==> src/rtl/pc_ctrl_pkg.sv <==
// rtl/pc_ctrl_pkg.sv - shared types and constants for the next-PC controller
package pc_ctrl_pkg;

  // Numeric order is the arbitration priority: a larger value always wins.
  typedef enum logic [1:0] {
    SRC_NONE = 2'd0,
    SRC_BP   = 2'd1,
    SRC_BRU  = 2'd2,
    SRC_EXCP = 2'd3
  } redirect_src_t;

  typedef enum logic [1:0] {
    ST_BOOT,
    ST_RUN,
    ST_PEND,
    ST_FLUSH
  } pc_state_t;

  // Two 4-byte slots are fetched per cycle.
  localparam logic [31:0] FETCH_STRIDE = 32'd8;

  function automatic logic [31:0] align_word(input logic [31:0] addr);
    return addr & 32'hFFFF_FFFC;
  endfunction

endpackage

==> src/rtl/redirect_prio_sel.sv <==
// rtl/redirect_prio_sel.sv - fixed-priority picker for the three redirect sources
// Ports:
//   excp_valid/excp_target  exception or ertn request (highest priority)
//   bru_valid/bru_target    backend branch resolution request
//   bp_valid/bp_target      front-end predictor request (lowest priority)
//   valid                   some request is present this cycle
//   src                     winning source (SRC_NONE when idle)
//   target                  winning target with bits [1:0] cleared
module redirect_prio_sel
  import pc_ctrl_pkg::*;
(
  input  logic          excp_valid,
  input  logic [31:0]   excp_target,
  input  logic          bru_valid,
  input  logic [31:0]   bru_target,
  input  logic          bp_valid,
  input  logic [31:0]   bp_target,
  output logic          valid,
  output redirect_src_t src,
  output logic [31:0]   target
);

  always_comb begin
    valid  = 1'b1;
    src    = SRC_NONE;
    target = 32'h0;
    if (excp_valid) begin
      src    = SRC_EXCP;
      target = align_word(excp_target);
    end else if (bru_valid) begin
      src    = SRC_BRU;
      target = align_word(bru_target);
    end else if (bp_valid) begin
      src    = SRC_BP;
      target = align_word(bp_target);
    end else begin
      valid  = 1'b0;
    end
  end

endmodule

==> src/rtl/pc_redirect_ctrl.sv <==
// rtl/pc_redirect_ctrl.sv - dual-slot next-PC sequencer with redirect arbitration
// Ports:
//   clk, rst                 clock, asynchronous active-high reset
//   pause[5:0]               pipeline pause vector; bit 0 stalls fetch
//   excp_redirect_i/target   exception/ertn redirect pulse and target
//   bru_redirect_i/target    backend mispredict redirect pulse and target
//   bp_redirect_i/target     predictor taken redirect pulse and target
//   pc_1_o, pc_2_o           slot fetch PCs (pc_2_o = aligned pc_1_o + 4)
//   inst_en_1_o/inst_en_2_o  slot fetch enables (always equal)
//   flush_o                  pulses when pc_1_o first shows an excp/bru target
//   pend_valid_o             a redirect is buffered behind a fetch stall
module pc_redirect_ctrl
  import pc_ctrl_pkg::*;
#(
  parameter logic [31:0] RESET_PC     = 32'h0000_0000,
  parameter int          FLUSH_CYCLES = 1
) (
  input  logic        clk,
  input  logic        rst,
  input  logic [5:0]  pause,
  input  logic        excp_redirect_i,
  input  logic [31:0] excp_target_i,
  input  logic        bru_redirect_i,
  input  logic [31:0] bru_target_i,
  input  logic        bp_redirect_i,
  input  logic [31:0] bp_target_i,
  output logic [31:0] pc_1_o,
  output logic [31:0] pc_2_o,
  output logic        inst_en_1_o,
  output logic        inst_en_2_o,
  output logic        flush_o,
  output logic        pend_valid_o
);

  localparam logic [2:0] FLUSH_LOAD = 3'(FLUSH_CYCLES);
  localparam bit         HAS_BUBBLE = (FLUSH_CYCLES != 0);

  pc_state_t     state, state_n;
  redirect_src_t pend_src, pend_src_n;
  logic [31:0]   pend_target, pend_target_n;
  logic [2:0]    flush_cnt, flush_cnt_n;
  logic [31:0]   pc_n;
  logic          en_n, flush_n;

  logic          sel_valid;
  redirect_src_t sel_src;
  logic [31:0]   sel_target;

  // Request to steer the PC this cycle, shared by RUN and PEND.
  logic          do_apply;
  redirect_src_t apply_src;
  logic [31:0]   apply_target;
  redirect_src_t cand_src;
  logic [31:0]   cand_target;

  logic unused_pause;
  assign unused_pause = ^pause[5:1];

  redirect_prio_sel u_prio_sel (
    .excp_valid  (excp_redirect_i),
    .excp_target (excp_target_i),
    .bru_valid   (bru_redirect_i),
    .bru_target  (bru_target_i),
    .bp_valid    (bp_redirect_i),
    .bp_target   (bp_target_i),
    .valid       (sel_valid),
    .src         (sel_src),
    .target      (sel_target)
  );

  always_comb begin
    state_n       = state;
    pend_src_n    = pend_src;
    pend_target_n = pend_target;
    flush_cnt_n   = flush_cnt;
    pc_n          = pc_1_o;
    en_n          = inst_en_1_o;
    flush_n       = 1'b0;
    do_apply      = 1'b0;
    apply_src     = SRC_NONE;
    apply_target  = 32'h0;
    cand_src      = pend_src;
    cand_target   = pend_target;

    case (state)
      ST_BOOT: begin
        // PC is left untouched so RESET_PC is the first address fetched.
        state_n = ST_RUN;
        en_n    = 1'b1;
      end
      ST_RUN: begin
        if (pause[0]) begin
          if (sel_valid) begin
            pend_src_n    = sel_src;
            pend_target_n = sel_target;
            state_n       = ST_PEND;
          end
        end else if (sel_valid) begin
          do_apply     = 1'b1;
          apply_src    = sel_src;
          apply_target = sel_target;
        end else begin
          pc_n = pc_1_o + FETCH_STRIDE;
        end
      end
      ST_PEND: begin
        // Equal priority replaces: the newest request of a class is the valid one.
        if (sel_valid && (sel_src >= pend_src)) begin
          cand_src    = sel_src;
          cand_target = sel_target;
        end
        if (pause[0]) begin
          pend_src_n    = cand_src;
          pend_target_n = cand_target;
        end else begin
          do_apply      = 1'b1;
          apply_src     = cand_src;
          apply_target  = cand_target;
          pend_src_n    = SRC_NONE;
          pend_target_n = 32'h0;
        end
      end
      ST_FLUSH: begin
        // Predictor redirects here belong to the squashed path and are dropped.
        if (sel_valid && (sel_src >= SRC_BRU)) begin
          pc_n        = sel_target;
          flush_n     = 1'b1;
          flush_cnt_n = FLUSH_LOAD;
        end else if (flush_cnt == 3'd1) begin
          state_n     = ST_RUN;
          en_n        = 1'b1;
          flush_cnt_n = 3'd0;
        end else begin
          flush_cnt_n = flush_cnt - 3'd1;
        end
      end
      default: state_n = ST_BOOT;
    endcase

    if (do_apply) begin
      pc_n    = apply_target;
      state_n = ST_RUN;
      en_n    = 1'b1;
      if (apply_src >= SRC_BRU) begin
        flush_n = 1'b1;
        if (HAS_BUBBLE) begin
          en_n        = 1'b0;
          flush_cnt_n = FLUSH_LOAD;
          state_n     = ST_FLUSH;
        end
      end
    end
  end

  always_ff @(posedge clk or posedge rst) begin
    if (rst) begin
      state        <= ST_BOOT;
      pend_src     <= SRC_NONE;
      pend_target  <= 32'h0;
      flush_cnt    <= 3'd0;
      pc_1_o       <= RESET_PC;
      pc_2_o       <= align_word(RESET_PC) + 32'd4;
      inst_en_1_o  <= 1'b0;
      inst_en_2_o  <= 1'b0;
      flush_o      <= 1'b0;
      pend_valid_o <= 1'b0;
    end else begin
      state        <= state_n;
      pend_src     <= pend_src_n;
      pend_target  <= pend_target_n;
      flush_cnt    <= flush_cnt_n;
      pc_1_o       <= pc_n;
      pc_2_o       <= align_word(pc_n) + 32'd4;
      inst_en_1_o  <= en_n;
      inst_en_2_o  <= en_n;
      flush_o      <= flush_n;
      pend_valid_o <= (state_n == ST_PEND);
    end
  end

endmodule
==> config.mk <==
export PLATFORM = sky130hd
export DESIGN_NAME = pc_redirect_ctrl
export DESIGN_NICKNAME = d
export VERILOG_FILES = /design/src/rtl/pc_ctrl_pkg.sv /design/src/rtl/redirect_prio_sel.sv /design/src/rtl/pc_redirect_ctrl.sv
export SDC_FILE = /design/constraint.sdc
export NUM_CORES = 1
export LEC_CHECK = 0
export ABC_CLOCK_PERIOD_IN_PS = 3800
export BUFFER_PORTS_ARGS = -buffer_cell sky130_fd_sc_hd__buf_2
export CAP_MARGIN = 20
export CORE_MARGIN = 1.5
export CORE_UTILIZATION = 35
export CTS_CLUSTER_SIZE = 20
export DETAILED_ROUTE_END_ITERATION = 10
export PLACE_DENSITY = 0.54
export REMOVE_ABC_BUFFERS = 1
export SLEW_MARGIN = 10
export SYNTH_ARGS = -nofsm -noshare
export SYNTH_HDL_FRONTEND = slang
export SYNTH_SLANG_ARGS = --single-unit
==> constraint.sdc <==
create_clock -name clk -period 3.8 [get_ports clk]
set_input_delay 1.14 -clock clk [delete_from_list [all_inputs] [get_ports clk]]
set_output_delay 1.14 -clock clk [all_outputs]
set_load 0.005 [all_outputs]
Yosys cells after proc, flatten, opt, wreduce, memory -nomap -nowiden
Index checks and enable logic that the tools add are counted.

word-level totals
  register bits after elaboration = 106
  output and inout bits = 68

operators by class
  $add $sub $neg = 3
  order comparisons = 3
  eq/ne operators = 12
  mux-type cells = 57
  reductions and logical operators = 9

operators with widths
  kind                                                       count
  2-to-1 mux 32 bit                                          14
  one-hot mux 32 bit (2 select lines)                        3
  adder 32 x 3 -> 32 bit (second input constant)             1
  adder 32 x 4 -> 32 bit (second input constant)             1
  2-to-1 mux 2 bit                                           15
  2-to-1 mux 1 bit                                           15
  2-to-1 mux 3 bit                                           5
  != test 3 bit (second input constant)                      5
  one-hot mux 2 bit (2 select lines)                         2
  equality test 2 bit (second input constant)                3
  one-hot mux 2 bit (3 select lines)                         1
  AND reduction 3 bit                                        2
  nonzero test 3 bit                                         2
  greater-or-equal comparator 2 bit (second input constant)  2
  != test 2 bit (second input constant)                      2
  one-hot mux 1 bit (2 select lines)                         2
  AND reduction 4 bit                                        1
  equality test 3 x 1 -> 1 bit (second input constant)       1
  subtractor 3 x 1 -> 3 bit (second input constant)          1
  equality test 2 x 1 -> 1 bit (second input constant)       1
  greater-or-equal comparator 2 bit                          1
  logical AND 1 bit                                          2
  logical NOT 2 bit                                          1
  nonzero test 2 bit                                         1

Logic depth before layout (Yosys ltp)
Gate-level depths: netlist (run 1).

  depth after elaboration = 12
  mapped depth = 18
  depth with buffers taken out = 13

Cells and area by module
A second synthesis (run 1) with hierarchy kept.

second synthesis, totals
  cells, all modules = 859
  area, all modules = 7497.2 µm²

modules (own cells, without submodules)
  module             instances  cells an instance  area an instance (µm²)  sequential area each (µm²)
  pc_redirect_ctrl   1          715                6617.6                  2603.7
  redirect_prio_sel  1          144                879.6                   0.0

Worst setup path after synthesis (run 1)
Ideal clock, no wire load.

  path kind = input port to flip-flop
  start = in excp_redirect_i
  end = reg pc_2_o[30]
  data arrival time = 4.870 ns
  required time = 3.671 ns
  setup slack = -1.199 ns
  cell stages on the path = 17
  path through = buf_2 -> buf_2 -> buf_2 -> buf_2 -> clkbuf_1 -> nor2_1 -> ha_1 -> nand2b_1 -> a211oi_1 -> clkbuf_1 -> o21ai_0 -> a22oi_1 -> nand2_1 -> nor4_4 -> nand4_4 -> or3b_1 -> xnor2_1

on the way
  word-level cells in the longest chain between the ends = 8

ends and longest elaborated chain
  element                              RTL line                 source
  start: declaration                   pc_redirect_ctrl.sv:21   input logic excp_redirect_i,
  2-to-1 mux 2 bit                     redirect_prio_sel.sv:27  if (excp_valid) begin
  greater-or-equal comparator 2 bit    pc_redirect_ctrl.sv:108  if (sel_valid && (sel_src >= pend_src)) begin
  logical AND 1 bit                    pc_redirect_ctrl.sv:108
  2-to-1 mux 32 bit                    pc_redirect_ctrl.sv:108
  2-to-1 mux 32 bit                    pc_redirect_ctrl.sv:112  if (pause[0]) begin
  one-hot mux 32 bit (2 select lines)  pc_redirect_ctrl.sv:85   case (state)
  2-to-1 mux 32 bit *                  pc_redirect_ctrl.sv:140  if (do_apply) begin
  net pc_n[4]                          pc_redirect_ctrl.sv:42   logic [31:0] pc_n;
  adder 32 x 3 -> 32 bit *             pc_redirect_ctrl.sv:173  pc_2_o <= align_word(pc_n) + 32'd4;
  end signal: assignment               pc_redirect_ctrl.sv:162  pc_2_o <= align_word(RESET_PC) + 32'd4;
  end signal: assignment               pc_redirect_ctrl.sv:173
  end: declaration                     pc_redirect_ctrl.sv:28   output logic [31:0] pc_2_o,

Mark *: on every way through the listed nets, which the timed path passes. The rest lies on a longest branch. The select of a mux whose other input is x is not followed.
A chain may end at the register's enable or synchronous reset.

Worst setup path after layout (run 1)
  start = in bru_redirect_i
  end = reg pc_2_o[30]

on the way
  word-level cells in the longest chain between the ends = 9

ends and longest elaborated chain
  element                              RTL line                 source
  start: declaration                   pc_redirect_ctrl.sv:23   input logic bru_redirect_i,
  2-to-1 mux 2 bit                     redirect_prio_sel.sv:30  end else if (bru_valid) begin
  2-to-1 mux 2 bit                     redirect_prio_sel.sv:27
  greater-or-equal comparator 2 bit    pc_redirect_ctrl.sv:108
  logical AND 1 bit                    pc_redirect_ctrl.sv:108
  2-to-1 mux 32 bit                    pc_redirect_ctrl.sv:108
  2-to-1 mux 32 bit                    pc_redirect_ctrl.sv:112
  one-hot mux 32 bit (2 select lines)  pc_redirect_ctrl.sv:85
  2-to-1 mux 32 bit *                  pc_redirect_ctrl.sv:140
  net pc_n[10]                         pc_redirect_ctrl.sv:42
  adder 32 x 3 -> 32 bit *             pc_redirect_ctrl.sv:173

Marks and branches as above.

==> results of run 1 <==
layer usage:
metal | GRT usage [%] | vias up
li1 | - | 3827
met1 | 37.6 | 3879
met2 | 41.2 | 365
met3 | 4.48 | 56
met4 | 9.16 | 0
met5 | 0 | -
final cells by class:
cell class | instances | area [um^2] | area share (%)
Tap cell | 270 | 338 | 3.26
Clock inverter | 3 | 67.6 | 0.652
Sequential cell | 104 | 2600 | 25.1
Multi-Input combinational cell | 642 | 4520 | 43.6
Inverter | 45 | 171 | 1.65
Timing Repair Buffer | 356 | 2420 | 23.4
Clock buffer | 11 | 243 | 2.34
synth_stat cells (all sizes together) (21+ instances only):
master and count:
dfrtp 103, nand2 91, o21ai 62, a21oi 53
inv 45, nor2 41, clkbuf 40, buf 33
a221oi 31, a22o 29, nand3 28, xnor2 25
a222oi 21, a31oi 21
what timing repair did:
item	in CTS	in global routing
resized for setup	33	38
setup endpoints to repair	20	18
buffers inserted	12	10
hold buffers	0	0
pin swaps	18	26
gates cloned	2	0
flip-flops by register name, indices dropped and copies added, names as in the netlist:
signal	cells
flush_cnt	3
pend_valid_o	1
pend_target	32
inst_en_2_o	1
pc_2_o	30
pc_1_o	32
state	2
flush_o	1
pend_src	2
layout by cell type, fill, tap and decap left out, drive strengths merged, types with 6 or more instances in the layout:
cell    instances
nand3          28
dfrtp         103
a22o           29
o21ai          62
nor3           17
xor2            9
nand2          91
and2            8
nand3b         16
a211oi          6
a221oi         31
buf           354
a222oi         21
a32oi           7
a21boi          9
a31oi          21
inv            45
nand2b         14
nor2b          14
a21oi          53
xnor2          25
clkbuf         11
a22oi           7
nor2           41
nand4          16
and3            8
o31a            6
ha             10
nor4           17
per-stage QoR:
step | utilization, % | area (um^2) | std cells | setup TNS (ns) | hold slack (ns)
floorplan | - | 7010 | 791 | -44.09 | 0.454
global placement | 46.5 | 9500 | 1394 | -11.60 | 0.471
detailed placement | 46.5 | 9500 | 1394 | -13.06 | 0.474
CTS | 49.5 | 10100 | 1421 | -0.0244 | 0.491
global route | 50.7 | 10400 | 1431 | -0.917 | 0.511
finish | 50.7 | 10400 | 1431 | -0.0891 | 0.489
cells by family (layout without fill, tap and decap cells):
family | after synthesis | after routing | share of synthesized area (%)
flops | 104 | 104 | 35.5
fa+ha+maj | 10 | 10 | 1.70
xor+xnor | 34 | 34 | 4.05
simple gates | 296 | 296 | 22.0
other cells | 1 | 2 | 0.0511
buf+inv | 118 | 415 | 6.88
mux | 3 | 3 | 0.443
compound gates | 297 | 297 | 29.4
critical path, stage by stage:
cell      delay, ns
buf_8          0.10
nor2b_4        0.13
nor2_4         0.06
ha_4           0.26
nand2b_4       0.14
buf_6          0.12
buf_6          0.10
buf_6          0.10
buf_6          0.10
o2111a_1       0.24
o21ai_2        0.09
a32oi_2        0.30
nand3_2        0.16
nor4_4         0.35
nand4_4        0.17
or3b_4         0.41
xnor2_2        0.13
how the worst min path moves through the flow:
stage / endpoint / slack, ns / depth (start not counted)
3_3_place_gp: pend_target[1]$_DFFE_PP0P_ / 0.47 / 1
4_1_cts: pend_target[1]$_DFFE_PP0P_ / 0.49 / 1
3_5_place_dp: pend_target[1]$_DFFE_PP0P_ / 0.47 / 1
2_1_floorplan: pend_target[0]$_DFFE_PP0P_ / 0.45 / 1
6_report: pend_target[1]$_DFFE_PP0P_ / 0.49 / 1
5_1_grt: pend_target[0]$_DFFE_PP0P_ / 0.51 / 1
power by group through the flow:
| stage | logic (mW) | clock network, mW | registers (mW) |
|---|---|---|---|
| after floorplan | 2.49 | 0 | 2.06 |
| after global placement | 4.78 | 0 | 2.16 |
| after detailed placement | 4.82 | 0 | 2.14 |
| after CTS | 4.99 | 1.03 | 2.13 |
| after global routing | 5.69 | 1.07 | 2.23 |
| final | 5.26 | 1.01 | 2.16 |
==> run_results.csv, run 1 <==
group,metric,value,unit
detailed_routing,m1WireLength,13100,um
worst_setup_path,r2r_start,"state[0]$_DFF_PP0_",
sta,clock_skew,0.00613,ns
sta,period_share,102,%
floorplan,ioPinCount,175,
outcome,status,"finished with violations",
global_routing,grt_pass1_wl,44700,um
worst_setup_path,start_kind,"input port",
worst_setup_path,reg2reg_depth,11,
detailed_routing,drc,0,
sta,hold_viol_final,0,
yosys,synth-edff-count,0,
floorplan,core_area,0.0204,mm^2
detailed_routing,vias_per_cell,5.68,
global_routing,antenna_found_initial,0,
yosys,synth.distinct_cells,73,
worst_setup_path,critPathKind,"in2reg",
flow_run,maxCapViolCount,0,
yosys,syn_area,0.00734,mm^2
floorplan,die_w,148,um
yosys,yosys.area.top_type,"dfrtp_1",
placed_design,io_buffers,161,
sta,rsz0062_at_grt,"yes",
sta,clock.fmax,258,MHz
sta,setup_viol_count_final,2,
global_routing,track_usage,26.6,%
worst_hold_path,min_from,"pend_target[1]$_DFFE_PP0P_",
detailed_routing,first_iter_violations,737,
yosys,yosysSeqAreaShare,35.5,%
power,power.share.switching,43.6,%
worst_setup_path,r2r_end,"pc_2_o[31]$_DFF_PP0_",
finish,nets,1275,
floorplan,rows,52,
yosys,syn_inst,863,
yosys,synth_top_flop_cell,"dfrtp_1",
placed_design,pre_cts_ws,-0.764,ns
sta,finalCriticalPeriod,3.87,ns
worst_setup_path,worst-path-max-fanout,2,
finish,drive_gt1_share,38.0,%
clock_network,cts-root-buf,"clkbuf_16",
power,internal-power,4.76,mW
finish,diodes,0,
clock_network,cts_buffers,9,
power,p_switching,3.67,mW
floorplan,die_h,148,um
sta,tightest_slew,1.07,ns
worst_setup_path,reg2reg_slack,0.41,ns
power,power_frac_seq,25.6,%
yosys,yosysWarnings,0,
yosys,synth_seq_cells,104,
placed_design,gp_congestion,0.968,
clock_network,clk_path_buf_depth,2,
power,power,8.43,mW
clock_network,cts_tree,"done",
yosys,syn_area_per_cell,8.51,um^2
floorplan,die_area,0.0219,mm^2
clock_network,clock_sinks,104,
finish,area_delta_synth_final,41.0,%
detailed_routing,dr.pass1.iters,6,
worst_setup_path,cp.required,4.04,ns
clock_network,clock_latency,0.36,ns
detailed_routing,post_drt_wl_per_cell,20.4,um
power,pwr-share-clk,12.0,%
worst_setup_path,arrival,4.11,ns
power,power.density,814,mW/mm^2
power,p_leak,4.67,nW
yosys,async_reset_ff_share,100,%
clock_network,clkSlewWorstSetupHoldPaths,0.07,ns
global_routing,grt_max_degree,57,
floorplan,initial_utilization,36.0,%
power,ir_drop,0.309,mV
placed_design,dpl.hpwl,21500,um
global_routing,grt_pass1_vias,7754,
sta,slew_viol_final,0,
finish,nFillCells,1993,
yosys,synthTopCellsByArea,"dfrtp_1, nand2_1, o21ai_0",
outcome,violations,"setup timing",
worst_hold_path,hold_class,"reg2reg",
sta,worst_slack,-0.0690,ns
yosys,synth_top_area_share,35.1,%
global_routing,overflow,0,
worst_setup_path,cp-startpoint,"bru_redirect_i",
worst_setup_path,endpoint_kind,"flop",
detailed_routing,met2WireLength,13200,um
detailed_routing,wl,29200,um
detailed_routing,dr.max_layer_used,"met4",
power,p_comb_share,62.4,%
worst_setup_path,crit_end,"pc_2_o[30]$_DFF_PP0_",
detailed_routing,routed-wl-met3,2190,um
detailed_routing,vias,8127,
sta,relSlewSlack,28.7,%
detailed_routing,final_antenna_net_count,0,
clock_network,cts_htree_levels,3,
Note: power is estimated with default switching activity, not from simulation.
==> run 2: changes to the inputs <==
Settings changed: SYNTH_HIERARCHICAL set to 1.
==> run 2 against run 1 <==
The run now ends clean. Synthesized cell count down 0.46%. Sequential cell count is the same. Count of clock-buffer cells in the layout decreased by 2. Sequential power increased by 6%. Critical endpoint is now pc_2_o[22]$_DFF_PP0_. Clock skew hardly changed. Final cell count down 1.5%. Worst hold slack gained 0.0054 ns. Non-clock buffer count fell by 30. Die area is 2.0% higher.
==> run_results.csv, run 2 <==
group,metric,value,unit
outcome,status,"finished, final reports clean",
worst_setup_path,endpoint_kind,"flop",
floorplan,core_area,0.0210,mm^2
flow_run,maxCapViolCount,0,
global_routing,grtUsageMet2,37.7,%
finish,nFillCells,2015,
yosys,yosysSeqAreaShare,34.7,%
clock_network,clock_sinks,104,
yosys,yosys-top-cells-count,"dfrtp_1, a21oi_1, nand2_1, inv_1, nor2b_1",
clock_network,cts_buffers,9,
power,ir_drop,0.404,mV
sta,worst_slack,0.0251,ns
global_routing,overflow,0,
yosys,yosysWarnings,6,
finish,nets,1246,
worst_hold_path,hold_class,"reg2reg",
global_routing,antenna_found_initial,0,
global_routing,track_usage,23.8,%
detailed_routing,post_drt_wl_per_cell,19.2,um
worst_setup_path,start_kind,"input port",
yosys,synth_top_family_by_area,"compound AO/OA/AOI/OAI gates",
yosys,synthMostInstantiatedCell,"dfrtp_1",
yosys,synthAdderAreaFrac,1.67,%
clock_network,cts-root-buf,"clkbuf_16",
yosys,synth.distinct_cells,85,
power,power.density,910,mW/mm^2
sta,clock.fmax,265,MHz
worst_setup_path,cp.required,4.07,ns
clock_network,cts_htree_levels,3,
global_routing,grt_pass1_wl,41100,um
detailed_routing,drc,0,
worst_setup_path,critPathKind,"in2reg",
sta,period_share,99.3,%
clock_network,ctsHoldBuffers,0,
sta,relSlewSlack,28.5,%
detailed_routing,wl,27000,um
yosys,synth_xor_area_share,4.21,%
yosys,yosys.area.top_type,"dfrtp_1",
sta,hold_ws,0.494,ns
yosys,async_reset_ff_share,100,%
worst_setup_path,arrival,4.04,ns
yosys,synth_top_flop_cell,"dfrtp_1",
yosys,yosys.area_share.simple,21.7,%
sta,tightest_slew,1.07,ns
placed_design,gp_congestion,0.923,
floorplan,die_area,0.0223,mm^2
worst_hold_path,min_path_cells,1,
finish,drive_gt1_share,36.9,%
global_routing,grtUsageMet3,3.76,%
yosys,syn_area_per_cell,8.73,um^2
clock_network,clkSlewWorstSetupHoldPaths,0.07,ns
finish,diodes,0,
sta,fin_setup_tns,0,ns
floorplan,die_h,149,um
detailed_routing,vias_per_cell,5.68,
clock_network,cts_tree,"done",
clock_network,clk_path_buf_depth,2,
detailed_routing,dr.pass1.iters,5,
yosys,synthTopCellsByArea,"dfrtp_1, a21oi_1, a22o_1",
sta,finalCriticalPeriod,3.77,ns
sta,setup_viol_count_final,0,
sta,rsz0062_at_grt,"yes",
finish,final_cell_mix,"buf_2, buf_4, dfrtp_1",
yosys,synth-edff-count,0,
worst_setup_path,reg2reg_depth,11,
worst_setup_path,worst-path-max-fanout,6,
power,p_leak,4.72,nW
finish,area_delta_synth_final,37.7,%
detailed_routing,first_iter_violations,595,
global_routing,grt_pass1_vias,7397,
yosys,synth_seq_cells,104,
detailed_routing,final_antenna_net_count,0,
power,power,9.39,mW
clock_network,clock_latency,0.36,ns
sta,slew_viol_final,0,
placed_design,dpl.hpwl,19500,um
global_routing,grt_max_degree,105,
global_routing,top_usage_layer,"met2",
floorplan,die_w,149,um
floorplan,initial_utilization,35.7,%
yosys,synth-compound-area-share,26.7,%
sta,clock_skew,0.00596,ns
floorplan,ioPinCount,175,
global_routing,met1_usage,33.3,%
yosys,syn_area,0.00750,mm^2
yosys,syn_inst,859,
floorplan,rows,53,
placed_design,pre_cts_ws,-0.713,ns
detailed_routing,vias,8002,
finish,final_common_cell,"buf_2",
finish,fin_util,49.1,%
sta,hold_viol_final,0,
yosys,synth_mux_area_share,3.12,%
yosys,synth_top_area_share,34.4,%
placed_design,io_buffers,161,
finish,top_regs,"pc_1_o x32, pend_target x32, pc_2_o x30",
## run 2: path summary, 6_finish.rpt
check	start	endpoint	slack, ns
worst max-delay path	bru_redirect_i	pc_2_o[22]$_DFF_PP0_	0.03
worst min-delay path	pend_target[8]$_DFFE_PP0P_	pend_target[8]$_DFFE_PP0P_	0.49
worst min register to register	pend_target[8]$_DFFE_PP0P_	pend_target[8]$_DFFE_PP0P_	0.49
min in group asynchronous	rst	pc_2_o[10]$_DFF_PP0_	0.90
worst max register to register	state[1]$_DFF_PP0_	pc_2_o[31]$_DFF_PP0_	0.30
max in group asynchronous	rst	inst_en_2_o$_DFFE_PP0P_	2.45
## run 2: critical path, cell delays in order
cell and delay [ns]:
buf_8 0.11, or3_4 0.42, buf_6 0.13, nand4bb_4 0.23, or3_4 0.41, xor2_1 0.14
o21a_1 0.21, nand4bb_4 0.22, nor4_4 0.28, buf_6 0.17, nand3_4 0.14, or2b_1 0.26
xnor2_1 0.17
## run 2: kinds of logic (layout without fill, tap and decap cells)
family	count (synthesis)	in the layout
compound gates	278	278
xor+xnor	36	36
fa+ha+maj	10	10
buf+inv	124	396
flops	104	104
mux	22	22
other cells	2	4
simple gates	283	284
## run 2: final cells by class
class / instances / area [um^2] / share of cell area [%]
Clock buffer: 9 / 225 / 2.18
Sequential cell: 104 / 2600 / 25.2
Multi-Input combinational cell: 634 / 4710 / 45.6
Inverter: 54 / 205 / 1.99
Timing Repair Buffer: 326 / 2160 / 20.9
Tap cell: 275 / 344 / 3.33
Clock inverter: 7 / 78.8 / 0.763
## run 2: metal layers
metal / vias up / share of wire (%)
met1: 3903 / 45
met2: 319 / 46
met3: 43 / 7.2
met4: 0 / 1.9
met5: - / 0
li1: 3737 / -
## run 2: report_power, final
group	total, mW	switching [mW]	internal (mW)
clock network	0.975	0.456	0.519
logic	6.13	3.20	2.93
registers	2.29	0.579	1.71
## run 2: through the flow
| stage | std cells | cell area, um^2 |
|---|---|---|
| floorplan | 791 | 7130 |
| global placement | 1373 | 9410 |
| detailed placement | 1373 | 9410 |
| CTS | 1398 | 9930 |
| global route | 1409 | 10300 |
| finish | 1409 | 10300 |
## run 2: timing repair
action | in CTS | in global routing
pin swaps | 16 | 29
gates resized for setup | 25 | 59
setup endpoints to repair | 14 | 17
setup buffers | 9 | 10
gates cloned | 0 | 2
==> run 3: changes to the inputs <==
Settings changed: ABC_AREA set to 1, PLACE_DENSITY 0.54 to 0.53.
==> run 3 against run 2 <==
Highest routed layer unchanged. Global-route usage increased by 0.36 points. Utilization down 5.8 points. Critical path depth is 8 higher. Power down 9.3%. Synthesized cell count rose by 42%. Register-to-register slack better by 0.30 ns. Via count increased by 9.1%. Routed wire length increased by 8.9%. Largest power group unchanged. Fmax grew 7.8%. Sequential power shrank 8%. Final cell count grew 23%. Count of clock-buffer cells in the layout grew 1.
==> run_results.csv, run 3 <==
group,metric,value,unit
outcome,status,"finished, final reports clean",
floorplan,die_area,0.0249,mm^2
global_routing,antenna_found_initial,0,
floorplan,ioPinCount,175,
flow_run,maxCapViolCount,0,
clock_network,post_cts_buffers,0,
clock_network,clk_path_buf_depth,2,
sta,rsz0062_at_grt,"no",
yosys,syn_area,0.00839,mm^2
floorplan,core_area,0.0235,mm^2
sta,clock_skew,0.00859,ns
finish,nFillCells,2477,
sta,fin_setup_tns,0,ns
sta,period_share,92.2,%
placed_design,gp_congestion,0.923,
power,ir_drop,0.363,mV
finish,nets,1529,
sta,setup_viol_count_final,0,
global_routing,grt_pass1_wl,45400,um
detailed_routing,vias,8727,
yosys,yosysSeqAreaShare,31.0,%
finish,final_cell_mix,"nand2_1, buf_2, inv_1",
global_routing,grt_pass1_vias,8207,
clock_network,clock_sinks,104,
floorplan,rows,56,
finish,stdcell_area,0.0102,mm^2
clock_network,clkSlewWorstSetupHoldPaths,0.07,ns
worst_setup_path,crit_top_cell,"nand2_1",
yosys,synth_seq_cells,104,
finish,final_common_cell,"nand2_1",
clock_network,post_cts_resized,0,
finish,regArea,0.00260,mm^2
worst_setup_path,start_kind,"input port",
detailed_routing,final_antenna_net_count,0,
sta,worst_slack,0.298,ns
placed_design,pre_cts_ws,-0.0467,ns
finish,diodes,0,
detailed_routing,post_drt_wl_per_cell,16.9,um
worst_setup_path,arrival,3.76,ns
yosys,synthTopCellsByArea,"dfrtp_1, nand2_1, a21oi_1",
detailed_routing,drc,0,
detailed_routing,first_iter_violations,558,
detailed_routing,wl,29400,um
sta,clock.fmax,286,MHz
placed_design,place_area,0.00984,mm^2
power,power.density,838,mW/mm^2
worst_setup_path,crit_slowest_cell,"ha_1",
worst_setup_path,critPathKind,"in2reg",
finish,multi_input_area,0.00481,mm^2
detailed_routing,vias_per_cell,5.03,
floorplan,die_h,158,um
floorplan,die_w,158,um
clock_network,cts-root-buf,"clkbuf_16",
sta,tightest_slew,0.832,ns
finish,area_delta_synth_final,21.3,%
global_routing,overflow,0,
yosys,syn_area_per_cell,6.86,um^2
finish,drive_gt1_share,25.9,%
worst_hold_path,hold_class,"reg2reg",
sta,relSlewSlack,44.4,%
yosys,synth-edff-count,0,
yosys,synth.distinct_cells,52,
yosys,yosys.area.top_type,"dfrtp_1",
finish,fin_util,43.4,%
finish,top_regs,"pc_1_o x32, pend_target x32, pc_2_o x30",
floorplan,initial_utilization,35.7,%
global_routing,grt_max_degree,47,
yosys,syn_inst,1222,
clock_network,cts_tree,"done",
yosys,async_reset_ff_share,100,%
worst_setup_path,cp_cell_sequence,"buf_2 > inv_2 > o21ai_0 > inv_1 > ha_1 > nand2_1 > nand3_2 > nand2_4 > buf_12 > buf_4 > o21ai_1 > o22ai_1 > nand2_1 > nand2_2 > inv_1 > nor2_1 > nand2_1 > nor2_1 > nand2_1 > nand2_1 > nand2_1",
yosys,yosysWarnings,6,
placed_design,io_buffers,161,
clock_network,cts_buffers,9,
sta,slew_viol_final,0,
worst_setup_path,cp.required,4.06,ns
detailed_routing,dr.pass1.iters,6,
clock_network,ctsHoldBuffers,0,
yosys,synthMostInstantiatedCell,"nand2_1",
yosys,yosys-top-cells-count,"nand2_1, inv_1, a21oi_1, nand3_1",
power,power,8.52,mW
worst_setup_path,slowest_delay,0.25,ns
clock_network,clock_latency,0.36,ns
sta,finalCriticalPeriod,3.50,ns
yosys,synth_top_flop_cell,"dfrtp_1",
sta,hold_viol_final,0,
power,p_leak,5.12,nW
placed_design,dpl.hpwl,22300,um
clock_network,cts_htree_levels,3,
global_routing,track_usage,24.1,%
worst_setup_path,endpoint_kind,"flop",
yosys,synth_top_area_share,30.7,%
worst_setup_path,worst-path-max-fanout,23,
[run 3: cell count changes in the layout (fill, tap and decap cells not counted), sizes merged, moves of 35 or more]
cell,change
a21oi,+37
buf,-87
inv,+100
nand2,+224
nand3,+103
nor2,+102
nor2b,-35
o21ai,+57
[run 3: worst max-delay path: cells and delay by family]
kind | cells | cell delay (ns)
and+or+nand+nor | 11 | 1.18
buffers and inverters | 6 | 0.85
AOI/OAI and AO/OA | 3 | 0.33
adders and majority gates | 1 | 0.25
[run 3: cell type report]
cell class	count	share of cell area (%)
clock inverter	6	0.910
sequential	104	25.6
clock buffer	10	2.35
timing repair buffer	238	14.1
tap	319	3.92
multi-input combinational	903	47.3
inverter	156	5.83
[run 3: worst paths after layout]
kind	from	endpoint	cells after the start	slack [ns]
min	pend_target[9]$_DFFE_PP0P_	pend_target[9]$_DFFE_PP0P_	2	0.54
min in group asynchronous	rst	pc_2_o[29]$_DFF_PP0_	2	0.84
max	excp_redirect_i	pc_2_o[27]$_DFF_PP0_	21	0.30
max in group asynchronous	rst	pend_target[13]$_DFFE_PP0P_	3	2.28
min reg2reg	pend_target[9]$_DFFE_PP0P_	pend_target[9]$_DFFE_PP0P_	2	0.54
max reg2reg	state[1]$_DFF_PP0_	pc_2_o[22]$_DFF_PP0_	13	0.60
[run 3: metrics by stage]
| step | instances | hold WS (ns) |
|---|---|---|
| after floorplan | 1163 | 0.497 |
| after global placement | 1720 | 0.519 |
| after detailed placement | 1720 | 0.528 |
| after CTS | 1736 | 0.540 |
| after global routing | 1736 | 0.549 |
| final | 1736 | 0.537 |
[run 3: logic make-up after synthesis]
family / Yosys count / synth area share [%]
compound gates: 270 / 18.7
xor+xnor: 17 / 1.78
fa+ha+maj: 10 / 1.49
buf+inv: 217 / 11.7
flops: 104 / 31.0
other cells: 2 / 0.0895
simple gates: 602 / 35.2
[run 3: report_power, final]
group,switching [mW],internal [mW]
registers,0.427,1.68
clock network,0.463,0.599
logic,3.40,1.95
total,4.29,4.23
[run 3: routing by layer]
metal,global-route usage (%),vias to the layer above,part of all wire [%]
met1,32.5,4088,47
met5,0,-,0
li1,-,4387,-
met2,41.1,225,47
met3,2.66,27,4.1
met4,6.11,0,1.8
